===== src/rtl/neander_seq_decod_pkg.sv =====
// Shared constants for the Neander instruction register, decoder and T-state generator.
package neander_seq_decod_pkg;

  localparam logic [3:0] OP_NOP = 4'h0;
  localparam logic [3:0] OP_STA = 4'h1;
  localparam logic [3:0] OP_LDA = 4'h2;
  localparam logic [3:0] OP_ADD = 4'h3;
  localparam logic [3:0] OP_OR  = 4'h4;
  localparam logic [3:0] OP_AND = 4'h5;
  localparam logic [3:0] OP_NOT = 4'h6;
  localparam logic [3:0] OP_JMP = 4'h8;
  localparam logic [3:0] OP_JN  = 4'h9;
  localparam logic [3:0] OP_JZ  = 4'hA;
  localparam logic [3:0] OP_HLT = 4'hF;

  localparam int T0 = 0;
  localparam int T1 = 1;
  localparam int T2 = 2;
  localparam int T3 = 3;
  localparam int T4 = 4;
  localparam int T5 = 5;
  localparam int T6 = 6;
  localparam int T7 = 7;

  localparam int HLT_DETECT_T = T3;

endpackage


===== src/rtl/neander_seq_decod_dec4x16.sv =====
// Combinational 4-to-16 one-hot decoder.
module dec4x16
  import neander_seq_decod_pkg::*;
(
  input  logic [3:0]  nib,
  output logic [15:0] onehot
);

  for (genvar k = 0; k < 16; k++) begin : g_bit
    assign onehot[k] = (nib == 4'(k));
  end

endmodule


===== src/rtl/neander_seq_decod.sv =====
// Neander instruction register, opcode decode and one-hot T-state generator with HLT freeze.
module neander_seq_decod
  import neander_seq_decod_pkg::*;
#(
  parameter int NT = 8,
  parameter int W  = 8
) (
  input  logic          clock,
  input  logic          ereset,
  input  logic [W-1:0]  eRDM,
  input  logic          ecgRI,
  input  logic          eGOtoT0,
  input  logic          eena,
  output logic [W-1:0]  sRI,
  output logic [15:0]   sCodigo,
  output logic [NT-1:0] sT,
  output logic          sHalt
);

  localparam int TW = (NT > 4) ? 3 : 2;

  logic [W-1:0]  ri_q, ri_d;
  logic [TW-1:0] t_q, t_d;
  logic          halt_q, halt_d;
  logic          step;
  logic          hlt_here;

  assign step     = eena & ~halt_q;
  assign hlt_here = (t_q == TW'(HLT_DETECT_T)) && sCodigo[OP_HLT];

  always_comb begin
    ri_d   = ri_q;
    t_d    = t_q;
    halt_d = halt_q;
    if (step) begin
      if (ecgRI) ri_d = eRDM;
      // GOtoT0 outranks halt detection so the control unit can always restart the cycle.
      if (eGOtoT0)                  t_d    = '0;
      else if (hlt_here)            halt_d = 1'b1;
      else if (t_q == TW'(NT - 1))  t_d    = '0;
      else                          t_d    = t_q + 1'b1;
    end
  end

  always_ff @(posedge clock) begin
    if (!ereset) begin
      ri_q   <= '0;
      t_q    <= '0;
      halt_q <= 1'b0;
    end else begin
      ri_q   <= ri_d;
      t_q    <= t_d;
      halt_q <= halt_d;
    end
  end

  for (genvar i = 0; i < NT; i++) begin : g_t
    assign sT[i] = (t_q == TW'(i));
  end

  dec4x16 u_dec (
    .nib    (ri_q[W-1 -: 4]),
    .onehot (sCodigo)
  );

  assign sRI   = ri_q;
  assign sHalt = halt_q;

endmodule


===== config.mk =====
export PLATFORM = sky130hd
export DESIGN_NAME = neander_seq_decod
export DESIGN_NICKNAME = d
export VERILOG_FILES = /design/src/rtl/neander_seq_decod_pkg.sv /design/src/rtl/neander_seq_decod_dec4x16.sv /design/src/rtl/neander_seq_decod.sv
export SDC_FILE = /design/constraint.sdc
export NUM_CORES = 1
export LEC_CHECK = 0
export BUFFER_PORTS_ARGS = -buffer_cell sky130_fd_sc_hd__buf_2
export CAP_MARGIN = 20
export CORE_MARGIN = 2
export CORE_UTILIZATION = 47
export DETAILED_ROUTE_END_ITERATION = 16
export PLACE_DENSITY_LB_ADDON = 0.25
export SKIP_LAST_GASP = 1
export SYNTH_ARGS = -nofsm -noshare
export SYNTH_HDL_FRONTEND = slang
export SYNTH_HIERARCHICAL = 1
export SYNTH_SLANG_ARGS = --single-unit

===== constraint.sdc =====
create_clock -name clock -period 2.2 [get_ports clock]
set_input_delay 0.44 -clock clock [delete_from_list [all_inputs] [get_ports clock]]
set_output_delay 0.44 -clock clock [all_outputs]
set_load 0.02 [all_outputs]

==> impl_results.rst <==
.. list-table::
   :header-rows: 1

   * - Metric
     - Value
   * - Finished Core Util
     - approximately 64%
   * - Number of endpoints failing setup at the final stage
     - 0
   * - FF/Latch Area
     - 240 um2
   * - Aggregate global routing overflow
     - 0
   * - Setup repair after global routing missed its margin
     - no
   * - Maximum single-stage delay on the critical path
     - ~0.67 ns
   * - Average size of a mapped cell
     - 9.21 um2
   * - Number of ports placed on the die boundary
     - 46
   * - Resized cells post-CTS
     - 0
   * - Net switching power
     - 138 uW
   * - Initial core utilization
     - a little under 50%
   * - Final hold vios
     - 0
   * - First-pass GRT wire length
     - about 2600 um
   * - Crit-path leading delay family
     - flip-flops
   * - Static leakage
     - 0.000548 uW
   * - Number of sinks driven by the clock tree
     - 12
   * - Worst Hold Path EP
     - sRI[3]
   * - Vertical extent of the die
     - roughly 46 um
   * - TritonCTS buffer count
     - 3
   * - Area growth, synth to finish
     - 29.1%
   * - Share of flip-flops with an asynchronous set or reset
     - 0%
   * - Slowest stage cell on the critical path
     - dfxtp_1
   * - Total GRT Usage
     - 16.5%
   * - Part of the total power dissipated in the clock network
     - between 30% and 40%
   * - Detailed placement HPWL
     - around 1400 um
   * - Sequential fraction of design power
     - about half
   * - Logic pwr share
     - about 18%
   * - Number of DRC violations after detailed-routing iteration 0
     - 15
   * - Routed vias
     - approximately 810
   * - Post-route clock skew
     - 0.00241 ns
   * - Peak Freq
     - around 530 MHz
   * - DR WL/cell
     - between 10 and 15 um
   * - Buffers plus inverters on the worst setup path
     - 1
   * - Post-route DRC
     - 0
   * - Number of rows created at floorplan
     - 15
   * - Power density over the cells
     - ~460 nW/um2
   * - Via count of the first global-routing pass
     - roughly 640
   * - Clock latency of the later-clocked register in the worst-skew pair
     - around 0.27 ns
   * - CTS HTree Levels
     - 1
   * - Leading cell type in the layout, fill and taps excluded
     - buf_2
   * - Post-cts hold buffer count
     - 0
   * - Buffer type at the clock tree root
     - clkbuf_4
   * - Cells after Synth
     - 92
   * - Net count, final
     - roughly 150
   * - Synth Area in Simple Gates
     - approximately 44%
   * - WP data required
     - 1.76 ns
   * - Number of antenna violations at the first check in global routing
     - 0
   * - Number of nets still failing antenna checks after routing
     - 0
   * - Number of post-CTS setup repair buffers
     - 0
   * - Type of destination of the critical path
     - output port
   * - Number of instances on the worst hold path
     - 3
   * - Routed Wire Length
     - between 1500 and 2000 um
   * - Net count after synthesis
     - between 100 and 150
   * - Setup tns final
     - 0 ns
   * - Number of enable flip-flop cells after synthesis
     - 0
   * - Critical path arrival
     - around 1.4 ns
   * - Total of buffers placed on input and output ports
     - 45
   * - Final critical-path required period
     - between 1.5 and 2 ns
   * - Status
     - completed
   * - Share of the yosys chip area belonging to registers
     - between 20 and 30%
   * - Filler Cell Count
     - between 150 and 200
   * - Share of synthesized cell area in full adder, half adder and majority cells
     - ~8.9%
   * - Worst hold-check slack
     - approximately 0.42 ns
   * - Cell internal pwr
     - about 370 uW
   * - Leading cell types in the layout, fill and taps excluded
     - buf_2, dfxtp_1, a21boi_1
   * - Cell breakdown of the critical path
     - and4_1 -> buf_2
   * - End of the worst register-to-register path
     - t_q[1]
   * - Maxcap violations
     - 0
   * - Synth cell types
     - 26
   * - Area of combinational cells with multiple inputs
     - ~550 um2
   * - Final-report max-slew violation count
     - 0
   * - Yosys Warn Count
     - 6
   * - Clock transition time at the flip-flop clock pins of the worst setup and hold paths
     - approximately 0.08 ns
   * - Startpoint class of the critical path
     - flop
   * - Core Area
     - about 1700 um2
   * - Maximum fanout along the worst path
     - 18
   * - # diodes
     - 0
   * - Post-synthesis cell area
     - approximately 850 um2
   * - Dominant combinational cell family by area after synthesis
     - simple AND/OR/NAND/NOR gates
   * - Hold wc startpoint
     - eRDM[3]
   * - Multiplexer share of the synthesized area
     - 0%
   * - Pin count of the biggest net entering global routing
     - 19
   * - Buffers from clock root to sink, at most
     - 2
   * - Transition time at the pin with the least slew margin
     - approximately 0.55 ns
   * - Register bit count reported by yosys
     - 12
   * - Gpl congestion
     - approximately 0.81
   * - Worst IR drop on VDD
     - 0.000327 V
   * - HP Class
     - in -> reg
   * - TritonCTS clock tree
     - yes
   * - Share of the synthesized area in compound gates (AO/OA/AOI/OAI)
     - around an eighth
   * - CP Class
     - reg -> out
   * - Portion of the clock cycle consumed by the worst path in the final layout
     - a little under nine tenths
   * - Relative slew slack
     - a little under two thirds
   * - Number of detailed-routing iterations run before antenna repair
     - 4
   * - Primary flip-flop cell chosen by synthesis mapping
     - dfxtp_1
   * - Ratio of cells with drive above 1 in the final layout
     - between 40% and 50%
   * - Die Area
     - around 2200 um2
   * - Vias per std cell
     - ~5.1
   * - Worst r2r path cells
     - 4
   * - Reg-to-reg critical path startpoint
     - sRI[6]
   * - Xor/xnor share of the synthesized area
     - 0%
   * - Worst R2R Setup Slack
     - 0.67 ns
   * - Width of the die
     - about 46 um
   * - Fraction of power spent switching nets
     - 27.5%
   * - Startpoint of the most critical setup path
     - sRI[6]
[synth_stat cells (2+ instances only)]
library cell  instances  share of area, %
nand2_1               9               4.0
dfxtp_1              12                28
o21ai_0               3               1.8
a21boi_1             10               8.9
buf_4                 5               4.4
nand3_1               9               5.3
and4bb_2              6               8.9
inv_1                 3               1.3
nor4b_2               4               7.1
and2_1                3               2.2
ha_1                  6               8.9
and4b_1               4               4.7
nor2b_1               4               3.0
nor2_1                2              0.89
[power by group through the flow]
| stage | Combinational, uW | Clock [uW] | Sequential, uW |
|---|---|---|---|
| floorplan | 61.7 | 0 | 246 |
| global placement | 87.3 | 0 | 246 |
| detailed placement | 89.7 | 0 | 247 |
| CTS | 89.8 | 177 | 242 |
| global route | 97.7 | 186 | 245 |
| finish | 89.0 | 172 | 242 |
[worst reg2reg max path, stage by stage, from the launching register on]
cell and delay [ns]:
dfxtp_1 0.67, and4_1 0.32, and3b_1 0.25, o21ai_0 0.09, a21boi_0 0.13
[flip-flops by register name, indices dropped and copies added (netlist names)]
name and count:
sRI 8, t_q 3, sHalt 1
[area by class of cell]
type,count,share of cell area [%]
multi-input combinational,70,50.2
sequential,12,22.0
timing repair buffer,45,20.6
clock buffer,4,3.32
tap,25,2.86
inverter,3,1.03
[metrics by stage]
stage                     setup slack (ns)  area, um2  instances  total power, uW
after floorplan                      0.589        847         92              307
after global placement               0.683       1060        155              333
after detailed placement             0.625       1060        155              337
after CTS                            0.330       1090        159              509
after global routing                 0.229       1090        159              528
final                                0.323       1090        159              503
[metal layers]
layer | GRT usage (%) | wire length (um)
met5 | 0 | 0
met4 | 5.71 | 9
met3 | 1.57 | 132
met2 | 28.1 | 801
met1 | 21.7 | 892
[worst max path at each step]
stage / cells after the start / slack [ns] / to
floorplan: 2 / 0.59 / sCodigo[2]
global placement: 2 / 0.68 / sCodigo[2]
detailed placement: 2 / 0.63 / sCodigo[15]
CTS: 2 / 0.33 / sCodigo[15]
global route: 2 / 0.23 / sCodigo[15]
finish: 2 / 0.32 / sCodigo[15]
[cells by family after synthesis]
logic type      Yosys count
simple gates             49
compound gates           15
flops                    12
buf+inv                  10
fa+ha+maj                 6
(Power assumes the default switching activity.)
